File: config.mk
export PLATFORM = sky130hd
export DESIGN_NAME = bc_stage_if_prefetch
export DESIGN_NICKNAME = d
export VERILOG_FILES = /design/src/rtl/bc_if_pkg.sv /design/src/rtl/bc_sync_fifo.sv /design/src/rtl/bc_stage_if_prefetch.sv
export SDC_FILE = /design/constraint.sdc
export NUM_CORES = 1
export LEC_CHECK = 0
export ABC_AREA = 1
export CAP_MARGIN = 15
export CORE_MARGIN = 1
export CORE_UTILIZATION = 51
export DETAILED_ROUTE_END_ITERATION = 8
export GPL_ROUTABILITY_DRIVEN = 0
export PLACE_DENSITY = 0.76
export SETUP_SLACK_MARGIN = 0.02
export SYNTH_ARGS = -nofsm -noshare
export SYNTH_HDL_FRONTEND = slang
export SYNTH_SLANG_ARGS = --single-unit
File: constraint.sdc
create_clock -name i_clk -period 4.26 [get_ports i_clk]
set_input_delay 0.426 -clock i_clk [delete_from_list [all_inputs] [get_ports i_clk]]
set_output_delay 0.426 -clock i_clk [all_outputs]
set_load 0.005 [all_outputs]
File: src/rtl/bc_if_pkg.sv
// Shared constants and helpers for the prefetching fetch stage.
// Imported by the stage top and its buffer.
package bc_if_pkg;

  localparam int unsigned RESET_PC_DEFAULT = 0;
  localparam int unsigned PC_STEP_DEFAULT  = 1;

  // Counters must hold the value DEPTH itself, not just DEPTH-1.
  function automatic int cnt_width(input int depth);
    return $clog2(depth) + 1;
  endfunction

endpackage

File: src/rtl/bc_sync_fifo.sv
// Synchronous FIFO with registered storage and no bypass path.
// Flush empties it and wins over push and pop.
module bc_sync_fifo
  import bc_if_pkg::*;
#(
  parameter int WIDTH = 64,
  parameter int DEPTH = 4
) (
  input  logic                        clk,
  input  logic                        push,
  input  logic                        pop,
  input  logic                        flush,
  input  logic [WIDTH-1:0]            wdata,
  output logic [WIDTH-1:0]            rdata,
  output logic                        full,
  output logic                        empty,
  output logic [cnt_width(DEPTH)-1:0] count
);

  localparam int AW = $clog2(DEPTH);
  localparam int CW = cnt_width(DEPTH);

  logic [WIDTH-1:0] mem [DEPTH];
  logic [AW-1:0]    wr_ptr;
  logic [AW-1:0]    rd_ptr;
  logic [CW-1:0]    cnt;
  logic             do_push;
  logic             do_pop;

  assign full    = (cnt == CW'(DEPTH));
  assign empty   = (cnt == '0);
  assign count   = cnt;
  assign rdata   = mem[rd_ptr];
  assign do_pop  = pop && !empty;
  // A pop in the same cycle frees the slot the push needs.
  assign do_push = push && (!full || pop);

  always_ff @(posedge clk) begin
    if (flush) begin
      wr_ptr <= '0;
      rd_ptr <= '0;
      cnt    <= '0;
    end else begin
      if (do_push) wr_ptr <= wr_ptr + AW'(1);
      if (do_pop)  rd_ptr <= rd_ptr + AW'(1);
      cnt <= cnt + CW'(do_push) - CW'(do_pop);
    end
  end

  always_ff @(posedge clk) begin
    if (do_push && !flush) mem[wr_ptr] <= wdata;
  end

endmodule

File: src/rtl/bc_stage_if_prefetch.sv
// Instruction fetch stage with a credit-limited prefetch buffer.
// Redirects flush the buffer and drop stale in-flight responses.
module bc_stage_if_prefetch
  import bc_if_pkg::*;
#(
  parameter int ADDR_WIDTH  = 32,
  parameter int INSTR_WIDTH = 32,
  parameter int FIFO_DEPTH  = 4,
  parameter int PC_STEP     = PC_STEP_DEFAULT,
  parameter logic [ADDR_WIDTH-1:0] RESET_PC =
    ADDR_WIDTH'(RESET_PC_DEFAULT)
) (
  input  logic                   i_clk,
  input  logic                   i_rst,
  input  logic                   i_redirect,
  input  logic [ADDR_WIDTH-1:0]  i_redirect_pc,
  output logic                   o_imem_req,
  output logic [ADDR_WIDTH-1:0]  o_imem_addr,
  input  logic                   i_imem_gnt,
  input  logic                   i_imem_rvalid,
  input  logic [INSTR_WIDTH-1:0] i_imem_rdata,
  output logic                   o_instr_valid,
  output logic [INSTR_WIDTH-1:0] o_instr,
  output logic [ADDR_WIDTH-1:0]  o_instr_pc,
  input  logic                   i_instr_ready
);

  localparam int CW = cnt_width(FIFO_DEPTH);
  localparam int FW = ADDR_WIDTH + INSTR_WIDTH;
  localparam logic [ADDR_WIDTH-1:0] STEP = ADDR_WIDTH'(PC_STEP);

  logic [ADDR_WIDTH-1:0] fetch_pc;
  logic [ADDR_WIDTH-1:0] resp_pc;
  logic [CW-1:0]         outstanding;
  logic [CW-1:0]         outstanding_nxt;
  logic [CW-1:0]         drop_cnt;
  logic [CW-1:0]         fifo_count;
  logic [CW:0]           inflight;
  logic                  fire;
  logic                  dropping;
  logic                  push;
  logic                  pop;
  logic                  flush;
  logic                  fifo_full;
  logic                  fifo_empty;
  logic                  head_valid;
  logic [FW-1:0]         head;

  // Credits cover both buffered words and words still in flight.
  assign inflight   = {1'b0, outstanding} + {1'b0, fifo_count};
  assign o_imem_req = !i_rst && !i_redirect &&
                      (inflight < (CW+1)'(FIFO_DEPTH));
  assign o_imem_addr = fetch_pc;

  assign fire     = o_imem_req && i_imem_gnt;
  assign dropping = (drop_cnt != '0);
  assign push     = i_imem_rvalid && !dropping && !i_redirect;
  assign pop      = head_valid && i_instr_ready && !i_redirect;
  assign flush    = i_rst || i_redirect;

  assign outstanding_nxt = outstanding + CW'(fire)
                         - CW'(i_imem_rvalid);

  always_ff @(posedge i_clk) begin
    if (i_rst) begin
      fetch_pc    <= RESET_PC;
      resp_pc     <= RESET_PC;
      outstanding <= '0;
      drop_cnt    <= '0;
    end else begin
      outstanding <= outstanding_nxt;
      if (i_redirect) begin
        fetch_pc <= i_redirect_pc;
        resp_pc  <= i_redirect_pc;
        drop_cnt <= outstanding_nxt;
      end else begin
        if (fire) fetch_pc <= fetch_pc + STEP;
        if (push) resp_pc  <= resp_pc + STEP;
        if (i_imem_rvalid && dropping)
          drop_cnt <= drop_cnt - CW'(1);
      end
    end
  end

  bc_sync_fifo #(
    .WIDTH (FW),
    .DEPTH (FIFO_DEPTH)
  ) u_fifo (
    .clk   (i_clk),
    .push  (push),
    .pop   (pop),
    .flush (flush),
    .wdata ({resp_pc, i_imem_rdata}),
    .rdata (head),
    .full  (fifo_full),
    .empty (fifo_empty),
    .count (fifo_count)
  );

  assign head_valid    = !fifo_empty && !i_rst;
  assign o_instr_valid = head_valid;
  assign o_instr       = head_valid ? head[INSTR_WIDTH-1:0] : '0;
  assign o_instr_pc    = head_valid ? head[FW-1:INSTR_WIDTH] : '0;

  a_no_overflow: assert property (
    @(posedge i_clk) disable iff (flush)
    !(push && fifo_full && !pop)
  );

endmodule

# ---- Yosys cells after proc, flatten, opt, wreduce, memory -nomap -nowiden
# Memory sizes are Yosys's and may differ from the RTL's. A register that Yosys moved wholly into a read port is not among the register bits.
# Index checks and enable logic that the tools add are counted.
dict set report word_totals {
  input_bits 70
  mem_count 1
  ramBits 256
  regBits 77
  elab_cells 57
  out_inout_bits 98
}
# name words word_bits rd rd_ports_with_merged_regs wr line
set mem_list {}
lappend mem_list {u_fifo.mem 4 64 1 1 1 bc_sync_fifo.sv:23} ;# logic [WIDTH-1:0] mem [DEPTH];
dict set report op_classes {
  n_reduce_logical 25
  addsub 10
  mux 12
  eq_ne 1
  n_lt_le_gt_ge 1
}
# operator n
set op_table {}
lappend op_table {{two-way mux 32 bit} 6}
lappend op_table {{adder 32 x 1 -> 32 bit (second input constant)} 2}
lappend op_table {{logical AND 1 bit} 12}
lappend op_table {{adder 3 x 1 -> 3 bit} 2}
lappend op_table {{zero test 1 bit} 6}
lappend op_table {{two-way mux 3 bit} 2}
lappend op_table {{nonzero test 2 bit} 3}
lappend op_table {{subtractor 3 x 1 -> 3 bit} 2}
lappend op_table {{adder 2 x 1 -> 2 bit (second input constant)} 2}
lappend op_table {{adder 3 x 3 -> 4 bit} 1}
lappend op_table {{less-than comparator 4 x 3 -> 1 bit (second input constant)} 1}
lappend op_table {{two-way mux 2 bit} 2}
lappend op_table {{equality test 3 bit (second input constant)} 1}
lappend op_table {{zero test 3 bit} 1}
lappend op_table {{nonzero test 3 bit} 1}
lappend op_table {{subtractor 3 x 1 -> 3 bit (second input constant)} 1}
lappend op_table {{logical OR 1 bit} 2}
lappend op_table {{two-way mux 1 bit} 2}

# ---- Longest topological paths before layout
# Gate-level depths: netlist (run 1).
dict set report logic_depth {
  depth_word 10
  ltp_mapped 17
  ltp_nobuf 16
}

# ---- By module
# From an unflattened synthesis (run 1), not the netlist that was laid out.
dict set report hier_totals {
  hier_cells 1659
  hier_area_um2 15404.8
}
# module cells_per_inst area_each_um2 instances seq_area_each_um2
set by_module_without_submodules {}
lappend by_module_without_submodules {bc_sync_fifo 691 10003.3 1 7867.5}
lappend by_module_without_submodules {bc_stage_if_prefetch 968 5401.4 1 1401.3}

# ---- Worst setup path before layout (run 1)
# No wires, ideal clock.
dict set report synth_timing {
  path_type {input-to-reg}
  from {input i_redirect}
  to {memory u_fifo.mem[0][0], enable pin}
  stages 8
  n_path_buf 1
  t_required_ns 3.774
  arrival_time_ns 3.824
  setup_ns 0.486
  path_slack_ns -0.051
  path_cell_list {buf_2 nor2_8 nand3_1 nand3_1 nand2_1 inv_1 nand2_1 nor2_1}
}
dict set report synth_between {
  elab_chain_cells 7
  word_cells_on_any_way 10
  classes_between {mux: 2; reduce/logical: 8}
}
# item line
set synth_lines {}
lappend synth_lines {{from (decl)} bc_stage_if_prefetch.sv:15} ;# input logic i_redirect,
lappend synth_lines {{zero test 1 bit *} {bc_stage_if_prefetch.sv:57, bc_stage_if_prefetch.sv:58}}
lappend synth_lines {{logical AND 1 bit} bc_stage_if_prefetch.sv:58} ;# assign pop = head_valid && i_instr_ready && !i_redirect;
lappend synth_lines {{logical OR 1 bit} bc_sync_fifo.sv:36} ;# assign do_push = push && (!full || pop);
lappend synth_lines {{logical AND 1 bit *} bc_sync_fifo.sv:36}
lappend synth_lines {{net u_fifo.do_push} bc_sync_fifo.sv:27} ;# logic do_push;
lappend synth_lines {{logical AND 1 bit *} bc_sync_fifo.sv:51} ;# if (do_push && !flush) mem[wr_ptr] <= wdata;
lappend synth_lines {{two-way mux 1 bit *} bc_sync_fifo.sv:51}
lappend synth_lines {{two-way mux 1 bit (implied by the code) *} bc_sync_fifo.sv:51}
lappend synth_lines {{to (decl)} bc_sync_fifo.sv:23}
# The timed path passes the listed nets; every way through them passes the cells marked *.

# ---- Final worst setup path (run 1)
dict set report layout_timing {
  from {input i_rst}
  to {output o_instr[22]}
}
dict set report layout_between {
  elab_chain_cells 3
}
# item line
set layout_lines {}
lappend layout_lines {{from (decl)} bc_stage_if_prefetch.sv:14} ;# input logic i_rst,
lappend layout_lines {{zero test 1 bit} bc_stage_if_prefetch.sv:100} ;# assign head_valid = !fifo_empty && !i_rst;
lappend layout_lines {{logical AND 1 bit} bc_stage_if_prefetch.sv:100}
lappend layout_lines {{two-way mux 32 bit} bc_stage_if_prefetch.sv:102} ;# assign o_instr = head_valid ? head[INSTR_WIDTH-1:0] : '0;
lappend layout_lines {{to (decl)} bc_stage_if_prefetch.sv:23} ;# output logic [INSTR_WIDTH-1:0] o_instr,
# No other way between the ends.

==> out/results.txt, run 1 <==
The placement-stage cell area was 17,200 µm². The share of flip-flops with an asynchronous set or reset was 0; the synthesis-stage register bit count was 335. Latest clock arrival within the worst-skew pair: 0.50 ns.

The initial cell density of the core is 0.521, and the floorplan die width is 174 µm. For this design, the sink count on the clock tree is 335. The run gives 0.615 as the part of the Yosys area used for sequential elements.

The wire length of the first global-routing pass was 58.9 mm. Hold buffer count at CTS: 0. Wires add up to 37.6 mm. The proportion of synthesized area in mux cells was 0; the die height was 174 µm. Counting flops with a built-in enable in the synthesized netlist gives 256. Across all setup checks in the final design, the least slack found is 1.10 ns. The post-CTS setup repair buffer count is 0, and the gate count of the mapped netlist is 1,637.

Synthesis-to-finish area growth: 20.7%. The path class of the tightest hold or removal check is input pin to flop. The average cell area after synthesis is 9.21 µm². Once the clock tree was built, the resizer swapped 0 gates to a different size. The most common cell in the synthesized netlist was sky130_fd_sc_hd__nor2_1. When the netlist entered floorplanning its net count stood at 1,723. Portion of the clock cycle consumed by the worst path in the final layout: 0.742.

The finished cells cover 18,200 µm². Based on the critical path, the design can be clocked at up to 317 MHz. By count the netlist is led by 374 x sky130_fd_sc_hd__nor2_1, 266 x sky130_fd_sc_hd__nand2_1, 256 x sky130_fd_sc_hd__edfxtp_1. After detailed routing, the number of remaining DRC violations is 0.

The overall overflow remaining after global route was 0; the count of nets left with antenna violations after detail routing was 0. By area the synthesized netlist is led by sky130_fd_sc_hd__edfxtp_1 51%, sky130_fd_sc_hd__dfxtp_1 10%, sky130_fd_sc_hd__nor2_1 9.3%. Excluding fillers, the count of instances in the completed layout stands at 2,194. The compound-gate portion of the synthesized area is 0.109. The run gives 0.000199 V as the maximum ir drop on the vdd rail. The buffer type at the clock tree root is sky130_fd_sc_hd__clkbuf_16. The floorplan step defined a die boundary enclosing 30,300 µm². The largest family of logic cells by synthesized area was simple AND/OR/NAND/NOR gates.

The worst setup path is launched from an input pin. On the final layout, the worst clock skew is 0.0166 ns. The H-tree was split into 2 levels. The mapped netlist covers 15,100 µm². The largest total area in the synthesized netlist belongs to sky130_fd_sc_hd__edfxtp_1. The placed wire-length estimate is 23.8 mm.

The start-to-end type of the worst setup path was input pin to output pin. The xor-xnor portion of the synthesized cell area works out to 0.00871. The proportion of layout cells with a drive suffix above 1 was 0.0514; the share of the synthesized area in the top cell type was 0.510. After filler insertion, the fill cell instance count of the layout stands at 2,312. The highest net fanout along the worst path is 34.

Max-cap violations in this run came to 0. The count of pins over their slew limit was 0; the initial detailed-routing violation count was 1,263. The number of buffers inserted during clock tree synthesis came out at 34. The wire length per cell after detailed routing was 17.1 µm. The number of nets in the layout is 1,871. The logs give 0 for the setup violation total in the final timing report and 0 for the number of antenna violations at the first check in global routing. TritonCTS built the clock tree. The detailed router placed 12,023 vias in this run. The count of pins on the block boundary came out at 168.

The flow ran to the end, and the final reports show no timing, DRC or antenna violations. The Yosys step of the flow raised 0 warnings. Endpoint type of the worst setup path: an output pin. Pin count of the biggest net entering global routing: 129. The arrival time at the worst endpoint is 2.73 ns. Setup repair after global routing left no endpoint under its margin.

The number of global-route vias before repair was 11,505; the total power divided by cell area was 389 nW/µm². Counting tap cells, the placed design contains a total of 2,133 instances. For the pin with the worst max-slew slack, the measured transition is 0.833 ns.

Summed over all cells, the static leakage comes to 6.48 nW. For the finished layout, the period the worst path requires is 3.16 ns. The number of iterations in the first detailed-routing pass is 5. For the worst slack after detailed placement, the log shows 0.994 ns.

The adder and majority gate portion of the synthesized area was 0.0143. The floorplan step defined a core boundary enclosing 28,900 µm². Data on the critical path is required at its endpoint by 3.83 ns. The tools report the relative slew slack as 0.443. Among all flip-flop cells after synthesis, the most frequent one is sky130_fd_sc_hd__edfxtp_1. The clock transition time at the flip-flop clock pins of the worst setup and hold paths came out at 0.06 ns. During placement, the flow inserted port buffers numbering 167.

The initialized floorplan defines 62 standard-cell rows. The average vias per placed instance came out at 5.48. The run gives 0.245 as the global-route usage over all layers. The total count of hold-check failures in the final report was 0; the number of distinct library cells after synthesis was 37. 0 antenna diodes ended up in the layout.

The maximum buffer depth of the clock tree is 3, and the simple logic cell fraction of the synthesized area is 0.200.
## cells by family after synthesis
logic type / Yosys count
AOI/OAI and AO/OA: 321
xor gates and xnor gates: 15
adders and majority gates: 16
buffers and inverters: 202
DFF: 335
and+or+nand+nor: 748
## stage by stage
step                      hold WS, ns  total power, mW  utilization  setup TNS [ns]
after detailed placement        0.459             4.35        0.593               0
after CTS                       0.340             7.10        0.629               0
after global placement          0.453             4.34        0.593               0
final                           0.362             7.07        0.629               0
after floorplan                 0.436             4.08            -          -12.99
after global routing            0.371             7.31        0.629               0
## critical path, stage by stage
cell	delay, ns
sky130_fd_sc_hd__buf_2	0.15
sky130_fd_sc_hd__inv_1	0.37
sky130_fd_sc_hd__nand2_2	0.59
sky130_fd_sc_hd__buf_4	0.42
sky130_fd_sc_hd__a21oi_1	0.21
sky130_fd_sc_hd__clkdlybuf4s50_1	0.54
## final timing paths
| kind | from | to | slack (ns) | cells past startpoint |
|---|---|---|---|---|
| max | i_rst | o_instr[22] | 1.10 | 6 |
| min | i_rst | u_fifo.count[2] | 0.36 | 4 |
| max reg2reg | u_fifo.count[2] | drop_cnt[2] | 1.56 | 16 |
| min reg2reg | drop_cnt[2] | drop_cnt[2] | 0.47 | 2 |
## metal layers
metal  global-route usage  up-vias  share of wire
met4               0.0742        0          0.020
li1                     -     5789              -
met3               0.0363       60          0.081
met1                0.340     5586           0.43
met2                0.398      588           0.47
met5                    0        -              0
## state kept, by name (all words and copies together), names as in the netlist, named ones only
signal         count
resp_pc           32
u_fifo.count       3
o_imem_addr       32
outstanding        3
u_fifo.mem       256
drop_cnt           3
u_fifo.wr_ptr      2
u_fifo.rd_ptr      2
## cell usage in the layout, fill, tap and decap left out, types with 8 or more instances in the layout
cell / count
sky130_fd_sc_hd__o21ai_0: 172
sky130_fd_sc_hd__nand2_1: 265
sky130_fd_sc_hd__clkbuf_1: 8
sky130_fd_sc_hd__a21oi_1: 128
sky130_fd_sc_hd__ha_1: 14
sky130_fd_sc_hd__nand4_1: 8
sky130_fd_sc_hd__a31oi_1: 9
sky130_fd_sc_hd__xnor2_1: 9
sky130_fd_sc_hd__nor2_1: 370
sky130_fd_sc_hd__buf_12: 8
sky130_fd_sc_hd__clkbuf_16: 35
sky130_fd_sc_hd__buf_4: 9
sky130_fd_sc_hd__inv_1: 125
sky130_fd_sc_hd__edfxtp_1: 256
sky130_fd_sc_hd__dfxtp_1: 77
sky130_fd_sc_hd__clkdlybuf4s50_1: 166
sky130_fd_sc_hd__nand3_1: 78
## final cells by class
class | count | area [µm²] | share of cell area
Tap cell | 384 | 480 | 0.0264
Timing Repair Buffer | 184 | 1890 | 0.104
Multi-Input combinational cell | 1100 | 5030 | 0.276
Clock inverter | 16 | 110 | 0.00605
Sequential cell | 335 | 9270 | 0.509
Clock buffer | 45 | 925 | 0.0508
Inverter | 130 | 490 | 0.0269
## power by group
group	switching (mW)	internal, mW
sequential	0.111	3.62
combinational	0.325	0.241
clock	1.19	1.59
total	1.62	5.45
Power figures use the tool's default switching activity.
==> inputs of run 2 (changes only) <==
--- a/config.mk
+++ b/config.mk
@@ -8,10 +8,10 @@
 export ABC_AREA = 1
 export CAP_MARGIN = 15
 export CORE_MARGIN = 1
-export CORE_UTILIZATION = 51
+export CORE_UTILIZATION = 57
 export DETAILED_ROUTE_END_ITERATION = 8
 export GPL_ROUTABILITY_DRIVEN = 0
-export PLACE_DENSITY = 0.76
+export PLACE_DENSITY = 0.81
 export SETUP_SLACK_MARGIN = 0.02
 export SYNTH_ARGS = -nofsm -noshare
 export SYNTH_HDL_FRONTEND = slang
==> constraint.sdc (replaced) <==
create_clock -name i_clk -period 3.2 [get_ports i_clk]
set_input_delay 0.32 -clock i_clk [delete_from_list [all_inputs] [get_ports i_clk]]
set_output_delay 0.32 -clock i_clk [all_outputs]
set_load 0.005 [all_outputs]
==> out/results.txt, run 2 (same netlist as run 1, synthesis figures left out) <==
The tools report the routed wire length as 36.8 mm (-1.9%). The logs give 5 (unchanged) for the number of iterations in the first detailed-routing pass and 0.272 (+0.0270) for the global-route usage over all layers. Number of flip-flops under the largest register name: 256 (unchanged). The clock net sink count is 335 (unchanged).

Initial cell density of the core: 0.580 (+0.0592). The area occupied by multi-input gates was 5030 µm² (unchanged); the total of cells resized after clock tree synthesis was 0 (unchanged). The count of cells along the worst hold path is 3 (-1). The path type of the worst min-delay path was input pin to flop. The H-tree depth reported by CTS was 2 (unchanged); the highest net fanout along the worst path was 58 (+71%). The portion of the clock cycle consumed by the worst path in the final layout is 0.934. The maximum buffer depth of the clock tree came out at 3 (unchanged). The terminating pin of the worst hold path is o_imem_addr[26]. The leakage component of the power was 6.54 nW (+0.95%). The post-CTS setup repair buffer count is 0 (unchanged), and the relative slew slack is 0.450 (+0.00740). The worst endpoint required time was 2.88 ns (-0.95 ns); the number of buffers inserted during clock tree synthesis was 34 (unchanged). The end of the worst register-to-register path was drop_cnt[2]. The endpoint type of the worst setup path is an output pin. The count of input and output buffers is 167 (unchanged), and the final sum of negative setup slack is 0 ns (unchanged). The number of cells in the finished layout apart from fillers was 2,154 (-1.8%). The clock transition time at the flip-flop clock pins of the worst setup and hold paths is 0.06 ns (about the same), and the wire length of the first global-routing pass is 57.2 mm (-2.9%). The number of antenna cells inserted came out at 0 (unchanged). Most frequent standard cell in the layout excluding fill and tap cells: sky130_fd_sc_hd__nor2_1.

The floorplan die width is 165 µm (-5.3%). The tools report the buffer type at the clock tree root as sky130_fd_sc_hd__clkbuf_16. The run gives 0 (unchanged) as the total count of hold-check failures in the final report. Setup repair after global routing left no endpoint under its margin. The tools report the count of pins on the block boundary as 168 (unchanged).

The tools report the area taken by flip-flops and latches as 9270 µm² (unchanged). The standard cell core area was 26,000 µm² (-10%). The top cell types in the final layout, fill and taps aside, are 370 x sky130_fd_sc_hd__nor2_1, 265 x sky130_fd_sc_hd__nand2_1, 256 x sky130_fd_sc_hd__edfxtp_1. Hold buffer count at CTS: 0 (unchanged).

The final core utilization is 0.701 (+0.0722). TritonCTS built the clock tree. The total power divided by cell area was 518 nW/µm² (+33%); the total number of vias was 12,098 (+0.62%). The arrival time at the worst endpoint is 2.67 ns (-0.06 ns).

The tools report the origin of the critical flop-to-flop path as u_fifo.count[2]. The die height was 165 µm (-5.3%); the DRC violation count after routing was 0 (unchanged). The number of filler cells placed in the layout is 1,874 (-19%). The row count is 59 (-4.8%). The clock period minus final worst setup slack is 2.99 ns. The worst setup path is launched from a flop. The tools report the latest clock arrival within the worst-skew pair as 0.51 ns (about the same).

The number of antenna violations at the first check in global routing was 0 (unchanged); the count of pins over their slew limit was 0 (unchanged). The run gives 0.66 ns (-0.90 ns) as the flop-to-flop setup slack. The initial detailed-routing violation count came out at 1,200 (-5.0%). For the placed wire-length estimate, the log shows 23.1 mm (-2.7%). Number of global-route vias before repair: 11,489 (-0.14%). The run gives 0 (unchanged) as the setup violation total in the final timing report. The average vias per placed instance was 5.62 (+2.5%). The full die area is 27,100 µm² (-10%).

The proportion of layout cells with a drive suffix above 1 was 0.0561 (+0.00469). Compared with the post-synthesis result, the final layout area differs by 20.8%. The run gives 0 (unchanged) as the count of nets left with antenna violations after detail routing. For the overall overflow remaining after global route, the log shows 0 (unchanged). The start-to-end type of the worst setup path is flop to output pin.

The maximum ir drop on the vdd rail is 0.000390 V (+96%), and the peak clock frequency supported by timing is 335 MHz. The tools report the number of max-cap violations as 0 (unchanged). Worst reg-to-reg path cell count: 16 (unchanged).

The number of nets in the layout came out at 1,879 (+0.43%). The register with the most flip-flops is u_fifo.mem. The tools report the post-route clock skew as 0.0251 ns (+0.00847 ns). The measured slew at the worst slew-check pin is 0.825 ns (-0.00816 ns). The run gives 67 (-48%) as the pin count of the biggest net entering global routing.

The tools report the total power after layout as 9.44 mW (+34%). The flow ran to the end, and the final reports show no timing, DRC or antenna violations. The run gives 2,092 (-1.9%) as the number of placed instances with taps included.

In this run the most critical hold path is launched from i_rst. The wire length per cell after detailed routing was 17.1 µm (about the same).
run 2: stage by stage:
stage / setup WS (ns) / cell area (µm²) / hold slack [ns]
global route: 0.0604 / 18200 / 0.379
CTS: 0.200 / 18200 / 0.355
floorplan: -0.0622 / 15100 / 0.419
finish: 0.212 / 18200 / 0.374
global placement: 0.403 / 17200 / 0.452
detailed placement: 0.380 / 17200 / 0.459
run 2: worst max path at each step:
stage	slack, ns	from	endpoint
5_1_grt	0.06	flop	o_instr_pc[22]
3_5_place_dp	0.38	i_redirect	u_fifo.count[2]
4_1_cts	0.20	flop	o_instr_pc[22]
6_report	0.21	flop	o_instr_pc[22]
2_1_floorplan	-0.06	drop_cnt[0]	u_fifo.mem[0][0]
3_3_place_gp	0.40	i_redirect	drop_cnt[2]
run 2: final cells by class:
type	count	share of cell area
clock buffer	44	0.0499
clock inverter	18	0.00796
sequential	335	0.509
tap	335	0.0230
inverter	130	0.0269
timing repair buffer	192	0.107
multi-input combinational	1100	0.276
run 2: per-layer routing:
metal / vias up / share of wire / GRT usage
li1: 5785 / - / -
met4: 0 / 0.023 / 0.0859
met3: 74 / 0.083 / 0.0394
met1: 5648 / 0.41 / 0.358
met5: - / 0 / 0
met2: 591 / 0.49 / 0.464
run 2: worst max-delay path, stage by stage (launching register included):
cell and delay [ns]:
sky130_fd_sc_hd__dfxtp_4 0.46, sky130_fd_sc_hd__inv_2 0.37, sky130_fd_sc_hd__buf_12 0.29, sky130_fd_sc_hd__o21ai_0 0.14
sky130_fd_sc_hd__a21oi_1 0.32, sky130_fd_sc_hd__clkdlybuf4s50_1 0.57
run 2: report_power, final:
| group | total (mW) | internal (mW) | switching [mW] |
|---|---|---|---|
| clock | 3.72 | 2.12 | 1.60 |
| combinational | 0.764 | 0.330 | 0.434 |
| sequential | 4.96 | 4.82 | 0.148 |
